--- config.mk ---
export PLATFORM = sky130hd
export DESIGN_NAME = sd_cmd_tx
export DESIGN_NICKNAME = d
export VERILOG_FILES = /design/src/rtl/sd_pkg.sv /design/src/rtl/sd_crc7.sv /design/src/rtl/sd_cmd_tx.sv
export SDC_FILE = /design/constraint.sdc
export NUM_CORES = 1
export LEC_CHECK = 0
export ABC_CLOCK_PERIOD_IN_PS = 2500
export BUFFER_PORTS_ARGS = -buffer_cell sky130_fd_sc_hd__buf_2
export CAP_MARGIN = 25
export CORE_UTILIZATION = 55
export DETAILED_ROUTE_END_ITERATION = 6
export GPL_TIMING_DRIVEN = 1
export HOLD_SLACK_MARGIN = 0.03
export PLACE_DENSITY = 0.82
export SETUP_SLACK_MARGIN = 0.02
export SYNTH_ARGS = -nofsm -noshare
export SYNTH_HDL_FRONTEND = slang
export SYNTH_HIERARCHICAL = 1
export SYNTH_SLANG_ARGS = --single-unit
--- constraint.sdc ---
create_clock -name clk -period 2.5 [get_ports clk]
set_clock_uncertainty 0.05 [all_clocks]
set_input_delay 0.5 -clock clk [delete_from_list [all_inputs] [get_ports clk]]
set_output_delay 0.5 -clock clk [all_outputs]
set_load 0.01 [all_outputs]
--- src/rtl/sd_pkg.sv ---
// Shared SD SPI-mode definitions: FSM states, frame constants, command indices
// and the serial CRC7 update step used by the command and data paths.
package sd_pkg;

    typedef enum logic [2:0] {
        ST_IDLE,
        ST_PRE,
        ST_FRAME,
        ST_CRC,
        ST_END
    } sd_state_e;

    localparam int          SD_FRAME_BITS = 48;
    localparam logic [6:0]  SD_CRC7_POLY  = 7'h09;

    localparam logic [5:0]  CMD0   = 6'd0;
    localparam logic [5:0]  CMD8   = 6'd8;
    localparam logic [5:0]  CMD17  = 6'd17;
    localparam logic [5:0]  CMD24  = 6'd24;
    localparam logic [5:0]  CMD55  = 6'd55;
    localparam logic [5:0]  ACMD41 = 6'd41;

    // One shift of x^7+x^3+1 with the incoming bit folded into the feedback.
    function automatic logic [6:0] crc7_step(input logic [6:0] crc, input logic b);
        logic fb;
        fb = crc[6] ^ b;
        return {crc[5:0], 1'b0} ^ (fb ? SD_CRC7_POLY : 7'h00);
    endfunction

endpackage

--- src/rtl/sd_crc7.sv ---
// Serial CRC7 accumulator. A clear and an enable in the same cycle restart the
// CRC from zero and absorb bit_in, so the first bit of a frame is never lost.
module sd_crc7
    import sd_pkg::*;
(
    input  logic       clk,
    input  logic       rst,
    input  logic       clr,
    input  logic       en,
    input  logic       bit_in,
    output logic [6:0] crc
);

    logic [6:0] r_crc;
    logic [6:0] w_base;

    assign w_base = clr ? 7'h00 : r_crc;

    always_ff @(posedge clk or posedge rst) begin
        if (rst) begin
            r_crc <= 7'h00;
        end else if (en) begin
            r_crc <= crc7_step(w_base, bit_in);
        end else if (clr) begin
            r_crc <= 7'h00;
        end
    end

    assign crc = r_crc;

endmodule

--- src/rtl/sd_cmd_tx.sv ---
// SPI-mode SD command transmitter: sends {01, index, arg, CRC7, 1} MSB-first on
// DI after PRE_BITS idle-high cycles, generating the CRC7 as bits go out.
module sd_cmd_tx
    import sd_pkg::*;
#(
    parameter int PRE_BITS = 8
) (
    input  logic        clk,
    input  logic        rst,
    input  logic        start,
    input  logic [5:0]  cmd,
    input  logic [31:0] arg,
    output logic        DI,
    output logic        busy,
    output logic        done,
    output logic [5:0]  cmd_sent
);

    localparam logic [5:0] PRE_LOAD = (PRE_BITS > 0) ? 6'(PRE_BITS - 1) : 6'd0;

    sd_state_e   r_state, w_state_nx;
    logic [39:0] r_sr, w_sr_nx;
    logic [5:0]  r_cnt, w_cnt_nx;
    logic        r_di, w_di_nx;
    logic        r_done, w_done_nx;
    logic [5:0]  r_cmd_sent, w_cmd_sent_nx;

    logic        w_crc_clr;
    logic        w_crc_en;
    logic        w_crc_bit;
    logic [6:0]  w_crc;
    logic [39:0] w_frame;
    logic [2:0]  w_crc_idx;

    assign w_frame   = {2'b01, cmd, arg};
    assign w_crc_idx = r_cnt[2:0] - 3'd1;

    sd_crc7 u_crc7 (
        .clk    (clk),
        .rst    (rst),
        .clr    (w_crc_clr),
        .en     (w_crc_en),
        .bit_in (w_crc_bit),
        .crc    (w_crc)
    );

    always_ff @(posedge clk or posedge rst) begin
        if (rst) begin
            r_state    <= ST_IDLE;
            r_sr       <= '0;
            r_cnt      <= '0;
            r_di       <= 1'b1;
            r_done     <= 1'b0;
            r_cmd_sent <= '0;
        end else begin
            r_state    <= w_state_nx;
            r_sr       <= w_sr_nx;
            r_cnt      <= w_cnt_nx;
            r_di       <= w_di_nx;
            r_done     <= w_done_nx;
            r_cmd_sent <= w_cmd_sent_nx;
        end
    end

    // The state names what DI shows after the edge; r_cnt counts bits still to go.
    always_comb begin
        w_state_nx    = r_state;
        w_sr_nx       = r_sr;
        w_cnt_nx      = r_cnt;
        w_di_nx       = 1'b1;
        w_done_nx     = 1'b0;
        w_cmd_sent_nx = r_cmd_sent;
        w_crc_clr     = 1'b0;
        w_crc_en      = 1'b0;
        w_crc_bit     = 1'b0;

        unique case (r_state)
            ST_IDLE: begin
                if (start) begin
                    w_cmd_sent_nx = cmd;
                    w_crc_clr     = 1'b1;
                    if (PRE_BITS == 0) begin
                        w_state_nx = ST_FRAME;
                        w_di_nx    = w_frame[39];
                        w_sr_nx    = {w_frame[38:0], 1'b0};
                        w_crc_en   = 1'b1;
                        w_crc_bit  = w_frame[39];
                        w_cnt_nx   = 6'd39;
                    end else begin
                        w_state_nx = ST_PRE;
                        w_sr_nx    = w_frame;
                        w_cnt_nx   = PRE_LOAD;
                    end
                end
            end
            ST_PRE: begin
                if (r_cnt == 6'd0) begin
                    w_state_nx = ST_FRAME;
                    w_di_nx    = r_sr[39];
                    w_sr_nx    = {r_sr[38:0], 1'b0};
                    w_crc_en   = 1'b1;
                    w_crc_bit  = r_sr[39];
                    w_cnt_nx   = 6'd39;
                end else begin
                    w_cnt_nx = r_cnt - 6'd1;
                end
            end
            ST_FRAME: begin
                if (r_cnt == 6'd0) begin
                    // CRC is complete here and stays frozen while it is shifted out.
                    w_state_nx = ST_CRC;
                    w_di_nx    = w_crc[6];
                    w_cnt_nx   = 6'd6;
                end else begin
                    w_di_nx   = r_sr[39];
                    w_sr_nx   = {r_sr[38:0], 1'b0};
                    w_crc_en  = 1'b1;
                    w_crc_bit = r_sr[39];
                    w_cnt_nx  = r_cnt - 6'd1;
                end
            end
            ST_CRC: begin
                if (r_cnt == 6'd0) begin
                    w_state_nx = ST_END;
                end else begin
                    w_di_nx  = w_crc[w_crc_idx];
                    w_cnt_nx = r_cnt - 6'd1;
                end
            end
            ST_END: begin
                w_state_nx = ST_IDLE;
                w_done_nx  = 1'b1;
            end
            default: begin
                w_state_nx = ST_IDLE;
            end
        endcase
    end

    assign DI       = r_di;
    assign busy     = (r_state != ST_IDLE);
    assign done     = r_done;
    assign cmd_sent = r_cmd_sent;

endmodule

Word level (Yosys, flattened, before mapping)
Index checks and enable logic that the tools add are counted.

cells by class
  add/subtract/negate cells = 2
  magnitude comparators = 1
  equal/unequal tests = 10
  multiplexer cells = 32
  bitwise logic cells = 2
  reductions and logical operators = 9

operator list
  kind                 number
  $mux 40              3
  $pmux 40 s3          1
  $mux 6               4
  $pmux 6 s4           1
  $mux 7               2
  $mux 3               4
  $ne 2x2->1 const B   6
  $pmux 3 s4           1
  $mux 1               11
  $reduce_and 4->1     2
  $xor 7x7->7          1
  $eq 3x2->1 const B   2
  $logic_not 6->1      1
  $reduce_bool 3->1    2
  $sub 6x1->6 const B  1
  $lt 3x4->1 const B   1
  $mux 4               1
  $pmux 1 s2           2
  $reduce_bool 4->1    1
  $bmux 1 s3           1
  $eq 3x1->1 const B   1
  $eq 3x3->1 const B   1
  $logic_not 3->1      1
  $pmux 1 s3           1
  4 further kinds      4

word-level totals
  flip-flop bits (word level) = 64
  output and inout port bits = 9

Logic depth before layout (Yosys ltp)
  word-level depth = 7
  gate-level depth with buffers = 10
  depth with buffers taken out = 9

By module
The synthesis kept the hierarchy.

modules (own cells, without submodules)
  module     instances  cells an instance  area each (sq um)
  sd_cmd_tx  1          237                3170.5
  sd_crc7    1          32                 329.1

Least setup slack after synthesis
Ideal clock, no wire load.

  kind = reg-to-reg
  from = register r_cnt[0]
  to = register r_sr[0]
  setup time = 125 ps
  arrival = 2016 ps
  data required time = 2325 ps
  setup slack = 309 ps
  stages on the path, launching flop included = 10
  buffers on the path = 3
  period minus slack after synthesis = 2191 ps
  cell sequence = dfrtp_1 inv_1 ha_1 nor2b_1 buf_2 a31oi_2 and3_1 buf_6 buf_12 mux2_4

on the way
  cells in the longest elaborated chain, start to end = 3
  elaborated cells between the ends (all ways) = 4
  classes of those cells = eq/ne: 2; reduce/logical: 2

RTL lines
  item                                 line                               RTL
  start: declaration                   sd_cmd_tx.sv:23                    logic [5:0] r_cnt, w_cnt_nx;
  start signal: assignment             sd_cmd_tx.sv:58                    r_cnt <= w_cnt_nx;
  $logic_not 6->1 *                    sd_cmd_tx.sv:97, sd_cmd_tx.sv:109
  $ne 2x2->1 (no source line)          --
  $reduce_and 4->1 (no source line) *  --
  end signal: assignment               sd_cmd_tx.sv:57                    r_sr <= w_sr_nx;
  end: declaration                     sd_cmd_tx.sv:22                    logic [39:0] r_sr, w_sr_nx;

Mark *: on every way between the ends. The rest lies on a longest branch, timed or not.
A chain may end at the register's enable or synchronous reset.

Final worst setup path
  from = register r_cnt[0]
  to = register u_crc7.r_crc[3] (netlist: u_crc7/crc[3])

on the way
  elaborated cells between the ends (all ways) = 11
  classes of those cells = mux: 8; bitwise: 2; reduce/logical: 1

RTL lines
  item                              line                               RTL
  $logic_not 6->1 *                 sd_cmd_tx.sv:97, sd_cmd_tx.sv:109
  $mux 1, on equally long branches  sd_cmd_tx.sv:109, sd_cmd_tx.sv:97
  $pmux 1 s2 *                      sd_cmd_tx.sv:77                    unique case (r_state)
  named net w_crc_en                sd_cmd_tx.sv:29                    logic w_crc_en;
  $mux 7 *                          sd_crc7.sv:22                      end else if (en) begin
  end signal: assignment            sd_crc7.sv:23                      r_crc <= crc7_step(w_base, bit_in);
  end: declaration                  sd_crc7.sv:14                      logic [6:0] r_crc;

The timed path passes the listed nets; every way through them passes the cells marked *.

==> flow_summary.yaml <==
setup_path:
  startpoint_type: "flip-flop"
  cp_slowest_cell: "dfrtp_1"
  cp_num_buf_inv: 1
  cp_max_fo: 6
  cp.required_ns: 2.67
  cpLargestDelayFamily: "simple AND/OR/NAND/NOR gates"
  path_class: "flip-flop to flip-flop"
  end_kind: "flip-flop"
  max_stage_delay_ns: 0.44
  crit_chain: "inv_1 > ha_1 > nor2b_1 > nand4b_1 > a21oi_1 > and2_1 > nor3_1 > a221o_1"
  crit_arrival_ns: 2.42
floorplanning:
  rows: 28
  start_util_pct: 58.1
  dieArea_um2: 6690
  fp.dieH_um: 81.8
  core_area_um2: 6030
  die_w_um: 81.8
  ios: 50
cells_and_area:
  instances_no_fill: 404
  seqCellArea_um2: 1600
  layout-drive-gt1-share_pct: 50.8
  nets: 366
  fillers: 441
  area_delta_synth_final_pct: 16.3
  multi_input_area_um2: 1720
  antenna_cells: 0
drt:
  vias_per_cell: 5.58
  ant_nets: 0
  drt_first_pass_iters: 4
  wl_per_cell_um: 15.9
  drc_errors: 0
  wirelength_um: 6400
  vias: 2254
  drt-initial-drc-count: 95
sta:
  tightest_slew_ns: 0.529
  final.setup.tns_ns: 0
  fmax_mhz: 445
  min_period_over_period_pct: 89.8
  post-route-min-period_ns: 2.25
  slew_violations: 0
  hold_viol_final: 0
  rsz0062_at_grt: "false"
  relSlewSlack_pct: 64.7
  final-setup-viol-count: 0
synth:
  synthCells: 269
  synth_nets: 311
  synthTopCellsByArea: "dfrtp_1 (45%), mux2_4 (16%), mux2_2 (14%), mux2i_1 (2.6%), buf_12 (2.3%)"
  synth_flop_cell: "dfrtp_1"
  yosysWarningCount: 6
  synth-edff-count: 0
  synth_top_cell_by_area: "dfrtp_1"
  ys_seq_area_share_pct: 45.8
  ys_types: 52
  yosys.area.top_type_share_pct: 45.0
  syn_avg_cell_area_um2: 13.0
  syn_area_um2: 3500
  synthArstFlopShare_pct: 100
  synth_seq_cells: 64
run:
  drv_cap: 0
global_routing:
  grt_pass1_vias: 2151
  grt_antenna_before_repair: 0
  grt_max_degree: 58
  grt_pass1_wl_um: 10200
  overflow: 0
  track_usage_pct: 20.6
place:
  port_buffers: 49
  gp_congestion: 0.794
  dpl.cell_count: 388
  place_hpwl_um: 4520
clocking:
  hold_buffers: 0
  clock_path_buffers: 2
  h-tree-depth: 3
  clk_pin_slew_ns: 0.07
  cts.repair.resized: 0
  cts_root_buf: "clkbuf_8"
  cts_tree: "yes"
  cts_buffers: 9
  post_cts_buffers: 0
  clk_latency_ns: 0.34
  clock-sinks: 64
worst_hold_path:
  hp-class: "primary input to asynchronous set/reset pin"
power_and_ir_drop:
  powerDensity_nw_per_um2: 1460
  power_leakage_nw: 1.88
  ir_drop_uv: 852
run_status:
  outcome: "completed"
## state kept, by name, indices dropped and copies added (netlist names)
register,cells
DI,1
done,1
r_state,3
r_sr,40
cmd_sent,6
u_crc7/crc,7
r_cnt,6
## metrics by stage
step                      instance area (um^2)  power, mW  hold WS (ns)  worst slack [ns]  util (%)
final                                     4070       5.93        0.0529             0.255      67.6
after global routing                      4070       6.30        0.0613            0.0212      67.6
after CTS                                 4070       5.99        0.0466             0.239      67.6
after detailed placement                  3830       4.87         0.410             0.246      63.5
after global placement                    3830       4.74         0.401             0.378      63.5
after floorplan                           3500       4.39         0.253             0.309         -
## worst paths after layout
path                                  start       endpoint  slack (ns)  cells past startpoint
worst max-delay path               r_cnt[0]  u_crc7/crc[3]        0.25                      8
worst min-delay path                    rst  u_crc7/crc[3]        0.05                      2
worst max register to register     r_cnt[0]  u_crc7/crc[3]        0.25                      8
worst min register to register  cmd_sent[0]    cmd_sent[0]        0.45                      1
max in group asynchronous               rst             DI        1.95                      3
min in group clk                     cmd[2]    cmd_sent[2]        0.36                      2
## cell usage after synthesis, types with 2 or more instances
library cell,number
nor3b_1,5
clkbuf_1,3
buf_12,4
nand2_1,8
nor3_1,6
nor2b_1,4
nand2b_1,2
nand3_1,2
or2_2,2
a31oi_1,4
buf_2,6
dfrtp_1,63
mux2_4,37
and2_1,3
o211ai_1,2
mux2i_1,9
a22o_1,2
mux2_2,42
a311oi_1,2
or3_1,2
inv_1,9
o31ai_1,2
a21oi_1,9
nor2_1,13
## metal layers
metal  part of all wire (%)  vias up  global-route usage [%]
met3                    4.7       10                    5.67
met5                      0        -                       0
met1                     45     1108                    28.3
li1                       -     1072                       -
met4                    1.3        0                    7.19
met2                     49       64                    31.2
## cell usage in the layout, fill, tap and decap left out, drive strengths merged, types with 2 or more instances in the layout
master and n:
mux2i 9, o21ai 3, nor3b 5, a22o 2, buf 61, nand3 2
clkbuf 11, nor3 7, o31ai 2, inv 9, nor2b 4, or2 2
a21oi 9, nor2 14, nand2b 2, xor2 2, bufinv 3, a31oi 5
o211ai 2, and2 3, a311oi 2, mux2 79, nand2 8, or3 2
clkinv 2, dfrtp 63
## power breakdown
group          total, mW  switching (mW)  internal, mW
clock               1.08           0.391         0.690
sequential          1.93           0.374          1.55
combinational       2.93            1.16          1.77
## cell families after synthesis
group	count (synthesis)	share of synthesized area [%]
XOR/XNOR	3	0.966
AO/OA/AOI/OAI	35	7.19
flip-flops	64	45.8
buffers and inverters	26	5.22
adder cells (fa/ha/maj)	1	0.357
AND/OR/NAND/NOR	51	7.87
multiplexers	89	32.6
## cell type report
type / count / area share, %
multi-input combinational: 179 / 42.3
sequential: 64 / 39.4
inverter: 9 / 0.830
clock buffer: 11 / 3.47
timing repair buffer: 61 / 9.16
tap: 75 / 2.30
clock inverter: 5 / 2.55
Note: power is estimated with default switching activity, not from simulation.
